## src/rtl/pipe_pkg.sv

```systemverilog
// -----------------------------------------------------------------------------
// pipe_pkg
// Shared constants and helpers for the elastic pipeline.
//   PIPE_WIDTH / PIPE_DEPTH : default payload width and slot count
//   PIPE_MAX_DEPTH          : largest supported slot count
//   occ_width()             : bit width needed to hold 0..depth
//   popcount()              : number of set bits in a slot-valid vector
// -----------------------------------------------------------------------------
package pipe_pkg;

    localparam int unsigned PIPE_WIDTH     = 32;
    localparam int unsigned PIPE_DEPTH     = 5;
    localparam int unsigned PIPE_MAX_DEPTH = 16;

    function automatic int unsigned occ_width(input int unsigned depth);
        return $clog2(depth + 1);
    endfunction

    function automatic logic [4:0] popcount(input logic [PIPE_MAX_DEPTH-1:0] vec);
        logic [4:0] cnt;
        cnt = '0;
        for (int unsigned i = 0; i < PIPE_MAX_DEPTH; i++) begin
            cnt = cnt + 5'(vec[i]);
        end
        return cnt;
    endfunction

endpackage

```

## src/rtl/pipe_slot.sv

```systemverilog
// -----------------------------------------------------------------------------
// pipe_slot
// One storage slot of the elastic pipeline: a valid bit plus payload.
//   clk, rst_n   : clock, asynchronous active-low reset
//   load_i       : capture load_data_i and mark the slot valid
//   load_data_i  : payload to capture
//   drop_i       : invalidate the slot (ignored when load_i is set)
//   v_o, d_o     : registered valid bit and payload
// Payload only changes on a load; a dropped slot keeps its stale data.
// -----------------------------------------------------------------------------
module pipe_slot #(
    parameter int unsigned WIDTH = 32
) (
    input  logic             clk,
    input  logic             rst_n,
    input  logic             load_i,
    input  logic [WIDTH-1:0] load_data_i,
    input  logic             drop_i,
    output logic             v_o,
    output logic [WIDTH-1:0] d_o
);

    logic             v_q;
    logic [WIDTH-1:0] d_q;

    always_ff @(posedge clk or negedge rst_n) begin
        if (!rst_n) begin
            v_q <= 1'b0;
            d_q <= '0;
        end else begin
            if (load_i) begin
                v_q <= 1'b1;
                d_q <= load_data_i;
            end else if (drop_i) begin
                v_q <= 1'b0;
            end
        end
    end

    assign v_o = v_q;
    assign d_o = d_q;

endmodule

```

## src/rtl/elastic_pipe.sv

```systemverilog
// -----------------------------------------------------------------------------
// elastic_pipe
// DEPTH-slot valid/ready pipeline with bubble collapse and per-slot flush.
//   clk, rst_n  : clock, asynchronous active-low reset
//   in_valid    : upstream offers in_data
//   in_ready    : slot 0 can accept this cycle
//   in_data     : upstream payload
//   flush       : flush[i] kills the entry held in slot i this cycle
//   out_valid   : head slot holds a live (unflushed) entry
//   out_ready   : downstream accepts out_data
//   out_data    : payload of the head slot (stale when out_valid=0)
//   occupancy   : registered count of valid slots after the edge
//   stall_cnt   : saturating count of cycles with out_valid & ~out_ready
//   stall_clr   : synchronous clear of stall_cnt (wins over increment)
// -----------------------------------------------------------------------------
module elastic_pipe
    import pipe_pkg::*;
#(
    parameter int unsigned WIDTH = PIPE_WIDTH,
    parameter int unsigned DEPTH = PIPE_DEPTH,
    parameter int unsigned CNT_W = 16
) (
    input  logic                       clk,
    input  logic                       rst_n,
    input  logic                       in_valid,
    output logic                       in_ready,
    input  logic [WIDTH-1:0]           in_data,
    input  logic [DEPTH-1:0]           flush,
    output logic                       out_valid,
    input  logic                       out_ready,
    output logic [WIDTH-1:0]           out_data,
    output logic [$clog2(DEPTH+1)-1:0] occupancy,
    output logic [CNT_W-1:0]           stall_cnt,
    input  logic                       stall_clr
);

    localparam int unsigned OCC_W = occ_width(DEPTH);

    logic [DEPTH-1:0] v;
    logic [WIDTH-1:0] d [DEPTH];
    logic [DEPTH:0]   rdy;
    logic [DEPTH-1:0] move;
    logic [DEPTH-1:0] v_nxt;

    logic [OCC_W-1:0] occ_q;
    logic [CNT_W-1:0] stall_q, stall_d;

    // Ready chain folded from the head backwards with a running OR so that
    // rdy never reads its own bits.
    always_comb begin
        logic acc;
        acc        = out_ready;
        rdy        = '0;
        rdy[DEPTH] = out_ready;
        for (int unsigned k = 0; k < DEPTH; k++) begin
            acc                = ~v[DEPTH-1-k] | flush[DEPTH-1-k] | acc;
            rdy[DEPTH-1-k]     = acc;
        end
    end

    for (genvar g = 0; g < DEPTH; g++) begin : g_slot
        logic             ld;
        logic [WIDTH-1:0] ld_data;
        logic             dr;

        // For the head, move is exactly the output transfer.
        assign move[g] = v[g] & ~flush[g] & rdy[g+1];

        if (g == 0) begin : g_first
            assign ld      = in_valid & rdy[0];
            assign ld_data = in_data;
        end else begin : g_rest
            assign ld      = move[g-1];
            assign ld_data = d[g-1];
        end

        assign dr       = flush[g] | move[g];
        assign v_nxt[g] = ld | (v[g] & ~dr);

        pipe_slot #(
            .WIDTH (WIDTH)
        ) u_slot (
            .clk         (clk),
            .rst_n       (rst_n),
            .load_i      (ld),
            .load_data_i (ld_data),
            .drop_i      (dr),
            .v_o         (v[g]),
            .d_o         (d[g])
        );
    end

    assign in_ready  = rdy[0];
    assign out_valid = v[DEPTH-1] & ~flush[DEPTH-1];
    assign out_data  = d[DEPTH-1];

    always_comb begin
        stall_d = stall_q;
        if (stall_clr) begin
            stall_d = '0;
        end else if (out_valid && !out_ready && (stall_q != '1)) begin
            stall_d = stall_q + CNT_W'(1);
        end
    end

    always_ff @(posedge clk or negedge rst_n) begin
        if (!rst_n) begin
            occ_q   <= '0;
            stall_q <= '0;
        end else begin
            occ_q   <= OCC_W'(popcount(PIPE_MAX_DEPTH'(v_nxt)));
            stall_q <= stall_d;
        end
    end

    assign occupancy = occ_q;
    assign stall_cnt = stall_q;

endmodule

```

## config.mk

```make
export PLATFORM = sky130hd
export DESIGN_NAME = elastic_pipe
export DESIGN_NICKNAME = d
export VERILOG_FILES = /design/src/rtl/pipe_pkg.sv /design/src/rtl/pipe_slot.sv /design/src/rtl/elastic_pipe.sv
export SDC_FILE = /design/constraint.sdc
export NUM_CORES = 1
export LEC_CHECK = 0
export CAP_MARGIN = 10
export CORE_ASPECT_RATIO = 1.4
export CORE_UTILIZATION = 55
export CTS_BUF_LIST = sky130_fd_sc_hd__clkbuf_8
export DETAILED_ROUTE_END_ITERATION = 6
export GPL_TIMING_DRIVEN = 0
export PLACE_DENSITY = 0.79
export SYNTH_ARGS = -nofsm -noshare
export SYNTH_HDL_FRONTEND = slang
export SYNTH_SLANG_ARGS = --single-unit
```

## constraint.sdc

```tcl
create_clock -name clk -period 4.1 [get_ports clk]
set_input_delay 0.615 -clock clk [delete_from_list [all_inputs] [get_ports clk]]
set_output_delay 0.615 -clock clk [all_outputs]
set_load 0.005 [all_outputs]
```

==> results.txt <==
Outcome - finished clean
Footprint of the multi-input gates - 2597 um^2
Pint - 3.568 mW
Vias per cell - 5.311
Final WS setup - 0.7491 ns
Final setup vio count - 0
Path category of the worst min-delay check - in -> async
Core Region - 13000 um^2
Mean area per synthesized cell - 15.48 um^2
Pin count of the biggest net entering global routing - 100
PwrDens - 520.5 nW/um^2
Max Fanout on Critical Path - 8
Area grow syn2layout - 22.09%
Detailed placer's ending HPWL - 8789 um
Top post-synthesis cells by area - dfrtp_1 (62%), mux2_2 (20%), mux2_4 (6.1%), buf_12 (0.81%), or4_1 (0.71%)
CP endpoint kind - register
Max Cap Viol - 0
Pre-CTS setup slack - 0.3103 ns
Total wire length - 12570 um
Flop pwr share - 0.534
Crit path launch type - primary input
Combinational Power Share - 0.187
Gr usage total - 0.2016
Die H - 139.1 um
Synthesized flop and latch total - 184
Clock latency on the worst-skew pair - 0.45 ns
Final critical-path share of the clock period - 0.8173
Worst reg2reg path depth - 9
FF/Latch Area - 4604 um^2
Worst-path clk slew - 0.10 ns
WS Path Type - in -> reg
Final setup TNS - 0 ns
First-pass GRT wire length - 21610 um
Synth cell types - 43
Cell Area, Placed - 8581 um^2
Sw frac - 0.2398
Cts hold-fix bufs - 0
Pleak - 3.912 nW
Io pins - 95
Max_slew headroom - 0.3580
Detailed-route via count - 4153
Synth async-reset ratio - 1.000
DIE WIDTH - 99.93 um
Worst-case clock buffer depth - 2
Final nets - 637
Clock skew - 0.01565 ns
DRT Pass-1 Iters - 4
Area of the mapped netlist - 7385 um^2
Post-synth top area cell - dfrtp_1
Number of DRC markers in iteration 0 - 140
R2R setup slack - 1.01 ns
Num CTS Buffers - 17
Synth warnings - 0
GP Congestion - 0.8371
Vias in the first global route - 4354
Worst hold slack - 0.1367 ns
Max-slew violations - 0
Sequential area share after synthesis - 0.6235
EDFF count, synth - 0
Post-route ant nets - 0
Final hold violation count - 0
Most used flip-flop cell after synthesis - dfrtp_1
Antenna cells - 0
Post-cts resize count - 0
Synthesized instance count - 477
Post-CTS Setup Bufs - 0
Average wire per standard cell - 16.08 um
Arr. time, crit path - 3.68 ns
Fin crit period - 3.351 ns
Share of the synthesized area in the top cell type - 0.6235
Share of cells above drive strength 1 - 0.3444
Number of I/O port buffers - 94
TritonCTS clock tree - done
Max IR drop VDD - 288.9 uV
RSZ-0062 raised after global routing - no
Critical path data required time - 4.42 ns
Initial antenna violation count - 0
Syn nets - 523
Total chip power - 4.693 mW
Highest clock rate - 0.2984 GHz
Worst r2r dst - occupancy[1]
CTS Sinks - 184
Layout fillers - 895
DIE AREA - 13900 um^2
Row count - 49
Design Area, Final - 9016 um^2
Residual DRC - 0
Net Switching - 1.125 mW
Clk pwr share - 0.280
Gr ovfl total - 0
Worst Tran Pin Value - 0.9542 ns
RR Startpoint - g_slot[4].u_slot.v_o
Starting Density - 0.5682
Clock Root Buffer - clkbuf_8
Htree depth - 4
## placed cells by master (no fill, tap or decap), types with 6 or more instances in the layout
cell / instances
clkbuf_1: 12
mux2_4: 30
nor2_1: 11
clkdlybuf4s50_1: 93
a21oi_1: 9
or4_1: 7
clkbuf_8: 17
dfrtp_1: 184
mux2_2: 132
inv_1: 11
nand2_1: 11
nor2b_1: 6
## how the worst max path moves through the flow
| stage | startpoint | to | slack [ns] |
|---|---|---|---|
| CTS | flush[4] | occupancy[1] | 0.78 |
| detailed placement | flush[4] | occupancy[1] | 0.31 |
| floorplan | out_ready | occupancy[1] | 0.86 |
| global route | flush[4] | occupancy[1] | 0.64 |
| finish | flush[4] | occupancy[1] | 0.75 |
| global placement | rst_n | g_slot[0].u_slot.d_o[9] | -4.61 |
## power by group through the flow
stage | clock, mW | combinational [mW] | sequential [mW]
4_1_cts | 1.34 | 0.896 | 2.51
2_1_floorplan | 0 | 0.490 | 2.48
5_1_grt | 1.41 | 0.957 | 2.57
3_3_place_gp | 0 | 0.857 | 2.52
3_5_place_dp | 0 | 0.892 | 2.55
6_report | 1.31 | 0.877 | 2.50
## registers in the layout, summed over array words and instances (netlist names)
signal and cells:
stall_cnt 16, g_slot.u_slot.v_o 5, g_slot.u_slot.d_o 160, occupancy 3
## cells by family after synthesis
logic type / share of synthesized area
AOI/OAI and AO/OA: 0.02237
adders and majority gates: 0.008810
buffers and inverters: 0.02474
DFF: 0.6235
muxes: 0.2653
and+or+nand+nor: 0.05524
## cell type report
cell class                      instances  area share
Tap cell                              178     0.02470
Sequential cell                       184      0.5107
Inverter                                9    0.003747
Clock inverter                         15     0.02234
Multi-Input combinational cell        263      0.2881
Clock buffer                           17     0.02595
Timing Repair Buffer                   95      0.1080
Buffer                                 21     0.01651
## per-layer routing
layer	GRT usage	wire, um	vias up
met2	0.3408	6635	91
met5	0	0	-
li1	-	-	1922
met4	0.06966	190	0
met3	0.04688	434	12
met1	0.2534	5313	2128
## worst max-delay path, cell delays in order
cell,delay (ns)
clkdlybuf4s50_1,0.44
or3b_1,0.35
buf_2,0.17
or4_1,0.61
nand2b_1,0.13
inv_1,0.06
fa_1,0.53
inv_1,0.06
fa_1,0.42
ha_1,0.28
## metrics by stage
| step | utilization | std cells |
|---|---|---|
| after floorplan | - | 477 |
| after global placement | 0.6577 | 749 |
| after detailed placement | 0.6602 | 750 |
| after CTS | 0.6937 | 782 |
| after global routing | 0.6937 | 782 |
| final | 0.6937 | 782 |
## Yosys cell counts, drive strengths merged, types with 2 or more instances
| cell type | n |
|---|---|
| dfrtp | 184 |
| a311oi | 2 |
| nand2 | 12 |
| clkbuf | 12 |
| o21ai | 2 |
| nand4 | 4 |
| nor4 | 5 |
| nor2b | 7 |
| buf | 9 |
| mux2 | 164 |
| ha | 2 |
| nor3b | 3 |
| o31ai | 5 |
| nor3 | 4 |
| nand2b | 5 |
| inv | 9 |
| a21oi | 9 |
| or4 | 8 |
| fa | 2 |
| nand3 | 4 |
| nor2 | 11 |
Power figures use the tool's default switching activity.
